## src/rtl/multi_channel_timer.sv

```systemverilog
// multi_channel_timer: CHANNELS independent WIDTH-bit counters, each with a
// period and mode latched on start, periodic or one-shot operation,
// enable/pause, synchronous clear, a one-cycle terminal-count pulse and
// busy/done status. any_tc_out is the registered OR of all channel events.
module multi_channel_timer #(
    parameter int WIDTH    = 32,
    parameter int CHANNELS = 4
) (
    input  logic                      clk_in,
    input  logic                      rst_n_in,
    input  logic [CHANNELS-1:0]       start_in,
    input  logic [CHANNELS-1:0]       clear_in,
    input  logic [CHANNELS-1:0]       en_in,
    input  logic [CHANNELS-1:0]       mode_in,
    input  logic [CHANNELS*WIDTH-1:0] period_in,
    output logic [CHANNELS*WIDTH-1:0] count_out,
    output logic [CHANNELS-1:0]       tc_out,
    output logic [CHANNELS-1:0]       busy_out,
    output logic [CHANNELS-1:0]       done_out,
    output logic                      any_tc_out
);

    localparam logic [1:0] ST_IDLE = 2'd0;
    localparam logic [1:0] ST_RUN  = 2'd1;
    localparam logic [1:0] ST_DONE = 2'd2;

    localparam logic [WIDTH-1:0] ZERO_W = {WIDTH{1'b0}};
    localparam logic [WIDTH-1:0] ONE_W  = {{(WIDTH-1){1'b0}}, 1'b1};

    logic [1:0]          state_r      [CHANNELS];
    logic [1:0]          state_nxt_s  [CHANNELS];
    logic [WIDTH-1:0]    count_r      [CHANNELS];
    logic [WIDTH-1:0]    count_nxt_s  [CHANNELS];
    logic [WIDTH-1:0]    period_r     [CHANNELS];
    logic [WIDTH-1:0]    period_nxt_s [CHANNELS];
    logic [WIDTH-1:0]    term_s       [CHANNELS];
    logic [CHANNELS-1:0] mode_r;
    logic [CHANNELS-1:0] mode_nxt_s;
    logic [CHANNELS-1:0] tc_r;
    logic [CHANNELS-1:0] tc_nxt_s;
    logic                any_tc_r;

    // State register: per-channel FSM state, count, latched settings and tc flags.
    always_ff @(posedge clk_in or negedge rst_n_in) begin
        if (!rst_n_in) begin
            for (int i = 0; i < CHANNELS; i++) begin
                state_r[i]  <= ST_IDLE;
                count_r[i]  <= ZERO_W;
                period_r[i] <= ZERO_W;
            end
            mode_r   <= {CHANNELS{1'b0}};
            tc_r     <= {CHANNELS{1'b0}};
            any_tc_r <= 1'b0;
        end else begin
            for (int i = 0; i < CHANNELS; i++) begin
                state_r[i]  <= state_nxt_s[i];
                count_r[i]  <= count_nxt_s[i];
                period_r[i] <= period_nxt_s[i];
            end
            mode_r   <= mode_nxt_s;
            tc_r     <= tc_nxt_s;
            any_tc_r <= |tc_nxt_s;
        end
    end

    // Next-state logic per channel with priority clear > start > count.
    always_comb begin
        mode_nxt_s = mode_r;
        tc_nxt_s   = {CHANNELS{1'b0}};
        for (int i = 0; i < CHANNELS; i++) begin
            // Wraps modulo 2^WIDTH, so period 0 yields a full-range count.
            term_s[i]       = period_r[i] - ONE_W;
            state_nxt_s[i]  = state_r[i];
            count_nxt_s[i]  = count_r[i];
            period_nxt_s[i] = period_r[i];
            if (clear_in[i]) begin
                state_nxt_s[i] = ST_IDLE;
                count_nxt_s[i] = ZERO_W;
            end else if (start_in[i]) begin
                state_nxt_s[i]  = ST_RUN;
                count_nxt_s[i]  = ZERO_W;
                period_nxt_s[i] = period_in[i*WIDTH +: WIDTH];
                mode_nxt_s[i]   = mode_in[i];
            end else begin
                case (state_r[i])
                    ST_RUN: begin
                        if (en_in[i]) begin
                            if (count_r[i] == term_s[i]) begin
                                tc_nxt_s[i] = 1'b1;
                                if (mode_r[i]) begin
                                    // One-shot: hold at terminal value and finish.
                                    state_nxt_s[i] = ST_DONE;
                                end else begin
                                    count_nxt_s[i] = ZERO_W;
                                end
                            end else begin
                                count_nxt_s[i] = count_r[i] + ONE_W;
                            end
                        end else begin
                            count_nxt_s[i] = count_r[i];
                        end
                    end
                    ST_IDLE: state_nxt_s[i] = ST_IDLE;
                    ST_DONE: state_nxt_s[i] = ST_DONE;
                    default: begin
                        state_nxt_s[i] = ST_IDLE;
                        count_nxt_s[i] = ZERO_W;
                    end
                endcase
            end
        end
    end

    // Output decode: status bits come straight from the registered state.
    always_comb begin
        count_out = {(CHANNELS*WIDTH){1'b0}};
        busy_out  = {CHANNELS{1'b0}};
        done_out  = {CHANNELS{1'b0}};
        for (int i = 0; i < CHANNELS; i++) begin
            count_out[i*WIDTH +: WIDTH] = count_r[i];
            busy_out[i] = (state_r[i] == ST_RUN);
            done_out[i] = (state_r[i] == ST_DONE);
        end
        tc_out     = tc_r;
        any_tc_out = any_tc_r;
    end

endmodule

```

## config.mk

```make
export PLATFORM = sky130hd
export DESIGN_NAME = multi_channel_timer
export DESIGN_NICKNAME = d
export VERILOG_FILES = /design/src/rtl/multi_channel_timer.sv
export SDC_FILE = /design/constraint.sdc
export NUM_CORES = 1
export LEC_CHECK = 0
export ABC_AREA = 1
export BUFFER_PORTS_ARGS = -buffer_cell sky130_fd_sc_hd__clkbuf_2
export CORE_ASPECT_RATIO = 0.7
export CORE_MARGIN = 2
export CORE_UTILIZATION = 49
export DETAILED_ROUTE_END_ITERATION = 16
export PLACE_DENSITY = 0.83
export SYNTH_ARGS = -nofsm -noshare
export SYNTH_HDL_FRONTEND = slang
export SYNTH_SLANG_ARGS = --single-unit
```

## constraint.sdc

```tcl
create_clock -name clk_in -period 2.4 [get_ports clk_in]
set_input_delay 0.24 -clock clk_in [delete_from_list [all_inputs] [get_ports clk_in]]
set_output_delay 0.24 -clock clk_in [all_outputs]
set_load 0.05 [all_outputs]
```

==> flow_summary.toml <==
[cells_and_area]
final_cells = 4862
drive_gt1_share_pct = 30.8
mostFrequentLayoutCell = "nand2_1"
synthToLayoutAreaGrowth_pct = 45.3
finalNetCount = 4407
layout_common_cells = "863 x nand2_1, 469 x nor2_1, 442 x inv_1, 419 x buf_4, 285 x clkbuf_2"

[timing]
fmax_ghz = 0.375
tightest_slew_ns = 0.901
fin_crit_ns = 2.67
finalSetupViolCount = 139
rsz0062_at_grt = "true"
hold_viol = 0
finalWorstSetupSlack_ns = -0.266
slew_headroom_pct = 39.9
slew_violations = 0
fin_crit_sh_pct = 111
clock_skew_ns = 0.0282

[power]
power_frac_clock_pct = 33.3
power.switching_mw = 4.76
cellInternalPower_mw = 9.26
netSwitchingFraction_pct = 34.0
vdd_drop_max_mv = 0.563
leakagePower_nw = 15.9
p_comb_share_pct = 28.6
seq_power_share_pct = 38.2
power.total_mw = 14.0
powerDensity_nw_per_um2 = 442

[routing]
ant_nets = 0
drt_iter0_drc = 3582
wirelength_um = 88200
wl_per_cell_um = 18.1
first_pass_iters = 10
vias = 26800
drc = 0
detail_route.vias_per_cell = 5.52

[clocking]
clock_latency_ns = 0.60
clockBufferDepth = 3
cts_root_buf = "clkbuf_16"
cts.sinks = 273
cts_inserted_buffers = 30
cts_max_level = 1
clk_pin_slew_ns = 0.07
cts_tree = "yes"

[die]
rows = 64
die_w_um = 256
core_area_um2 = 43800
ios = 287
die_area_um2 = 46200
initial_core_util_pct = 49.8
die_y_um = 181

[global_routing]
grt_pass1_vias = 24300
antenna_found_initial = 3
grt_max_degree = 54
grt_pass1_wl_um = 129000
grt_use_total_pct = 34.4
grt_overflow = 0

[min_path]
whs_path_depth = 4
hp-class = "in -> reg"

[outcome]
status = "complete, but fails checks"
failed_checks = "setup timing"

[synth]
yosys_warnings = 0
netlist_area_um2 = 21800
syn-num-nets = 3553
avgSynthCellArea_um2 = 6.44
ys_seq_elements = 273
synth-seq-area-share_pct = 31.3
synth_cells = 3387
synth_cell_type_count = 43

[setup_path]
path_max_fanout = 6
required_ns = 2.88
worst_setup_path_end_kind = "register"
r2r_cells = 17
worstSetupStartpointType = "register"
critical_path_class = "reg -> reg"
arrival_ns = 3.15

[place]
place_inst = 4605
gp_routability_congestion = 1.02
dp_hpwl_um = 60900
buffer_ports.inserted = 286
pre_cts_ws_ns = -0.248

[run]
max-cap-violations = 0
==> worst paths after layout <==
kind | slack, ns | startpoint | to
setup / recovery | -0.27 | period_r[67] | count_out[50]
hold / removal | 0.03 | clear_in[3] | count_out[127]
setup reg to reg | -0.27 | period_r[67] | count_out[50]
hold reg to reg | 0.52 | state_r[0] | state_r[0]
max in group asynchronous | 1.46 | rst_n_in | count_out[32]
min in group asynchronous | 0.17 | rst_n_in | count_out[80]
==> through the flow <==
stage               hold WS (ns)  setup TNS (ns)  util (%)  cell area (µm²)
finish                    0.0281          -23.15      72.4            31700
detailed placement         0.211          -21.96      61.5            26900
global route             0.00683          -42.47      72.4            31700
global placement           0.205          -16.42      61.5            26900
floorplan                -0.0556               0         -            21800
CTS                     0.000444          -0.882      68.2            29900
==> synthesized netlist by cell type, drive strengths merged <==
| cell | instances | area share [%] |
|---|---|---|
| a21oi | 66 | 1.5 |
| a31oi | 1 | 0.029 |
| and2 | 3 | 0.086 |
| and3 | 2 | 0.057 |
| buf | 35 | 1.1 |
| clkbuf | 51 | 0.88 |
| clkinv | 2 | 0.034 |
| dfrtp | 273 | 31 |
| ha | 20 | 1.1 |
| inv | 470 | 8.1 |
| mux2 | 75 | 3.9 |
| mux2i | 1 | 0.046 |
| nand2 | 965 | 17 |
| nand2b | 1 | 0.029 |
| nand3 | 305 | 7.4 |
| nand3b | 29 | 1.0 |
| nand4 | 106 | 3.0 |
| nor2 | 609 | 11 |
| nor3 | 66 | 1.5 |
| nor3b | 1 | 0.034 |
| nor4 | 25 | 0.72 |
| o21ai | 58 | 1.3 |
| o21bai | 8 | 0.28 |
| o22ai | 18 | 0.80 |
| o31ai | 4 | 0.16 |
| or2 | 2 | 0.057 |
| xnor2 | 53 | 2.1 |
| xor2 | 138 | 5.6 |
==> power groups by stage <==
stage,clock network (mW),registers [mW],logic (mW)
5_1_grt,4.89,5.37,4.33
3_3_place_gp,0,5.33,3.21
6_report,4.67,5.35,4.01
3_5_place_dp,0,5.34,3.26
2_1_floorplan,0,5.29,1.79
4_1_cts,4.67,5.29,3.56
==> critical path, stage by stage (launching register included) <==
cell and delay, ns:
dfrtp_1 0.41, buf_4 0.17, inv_4 0.08, nand3_4 0.11, nor2_4 0.27, buf_6 0.15, nand4_1 0.09, nand2_1 0.09
nand2_1 0.10, nor2_2 0.16, nand2_2 0.08, nor2_4 0.15, nand3_4 0.20, clkbuf_16 0.24, nand3_2 0.07, nand2_1 0.06
inv_1 0.07, nor2_1 0.05
==> metal layers <==
layer / vias up / track usage (%) / routed length, µm
met2: 1815 / 51.5 / 37400
met3: 381 / 7.40 / 11400
met1: 12200 / 49.6 / 35500
met4: 0 / 10.2 / 3960
met5: - / 0 / 0
li1: 12400 / - / -
==> registers in the layout, indices dropped and copies added, names as in the netlist <==
name,cells
count_out,128
any_tc_out,1
mode_r,4
period_r,128
tc_out,4
state_r,8
==> area by class of cell <==
type,count,area [µm²]
Fill cell,3245,12100
Timing Repair Buffer,903,6990
Sequential cell,273,6860
Clock buffer,42,877
Antenna cell,4,10.0
Multi-Input combinational cell,2557,14300
Inverter,472,1820
Clock inverter,13,75.1
Timing Repair inverter,4,42.5
Tap cell,594,743
==> kinds of logic (layout without fill, tap and decap cells) <==
logic type / after synthesis / in the layout / synth area share (%)
AO/OA/AOI/OAI: 155 / 155 / 4.13
XOR/XNOR: 191 / 191 / 7.70
adder cells (fa/ha/maj): 20 / 20 / 1.15
buffers and inverters: 558 / 1434 / 10.1
flip-flops: 273 / 273 / 31.3
multiplexers: 76 / 76 / 3.92
other: 0 / 4 / 0
AND/OR/NAND/NOR: 2114 / 2115 / 41.7
==> timing repair <==
| item | in CTS | in global routing |
|---|---|---|
| gates cloned | 3 | 17 |
| setup buffers | 15 | 29 |
| pin swaps | 34 | 97 |
| setup endpoints to repair | 141 | 141 |
| hold buffers | 135 | 0 |
| endpoints found under the hold margin | 215 | 0 |
| gates resized for setup | 161 | 334 |
Power figures use the tool's default switching activity.
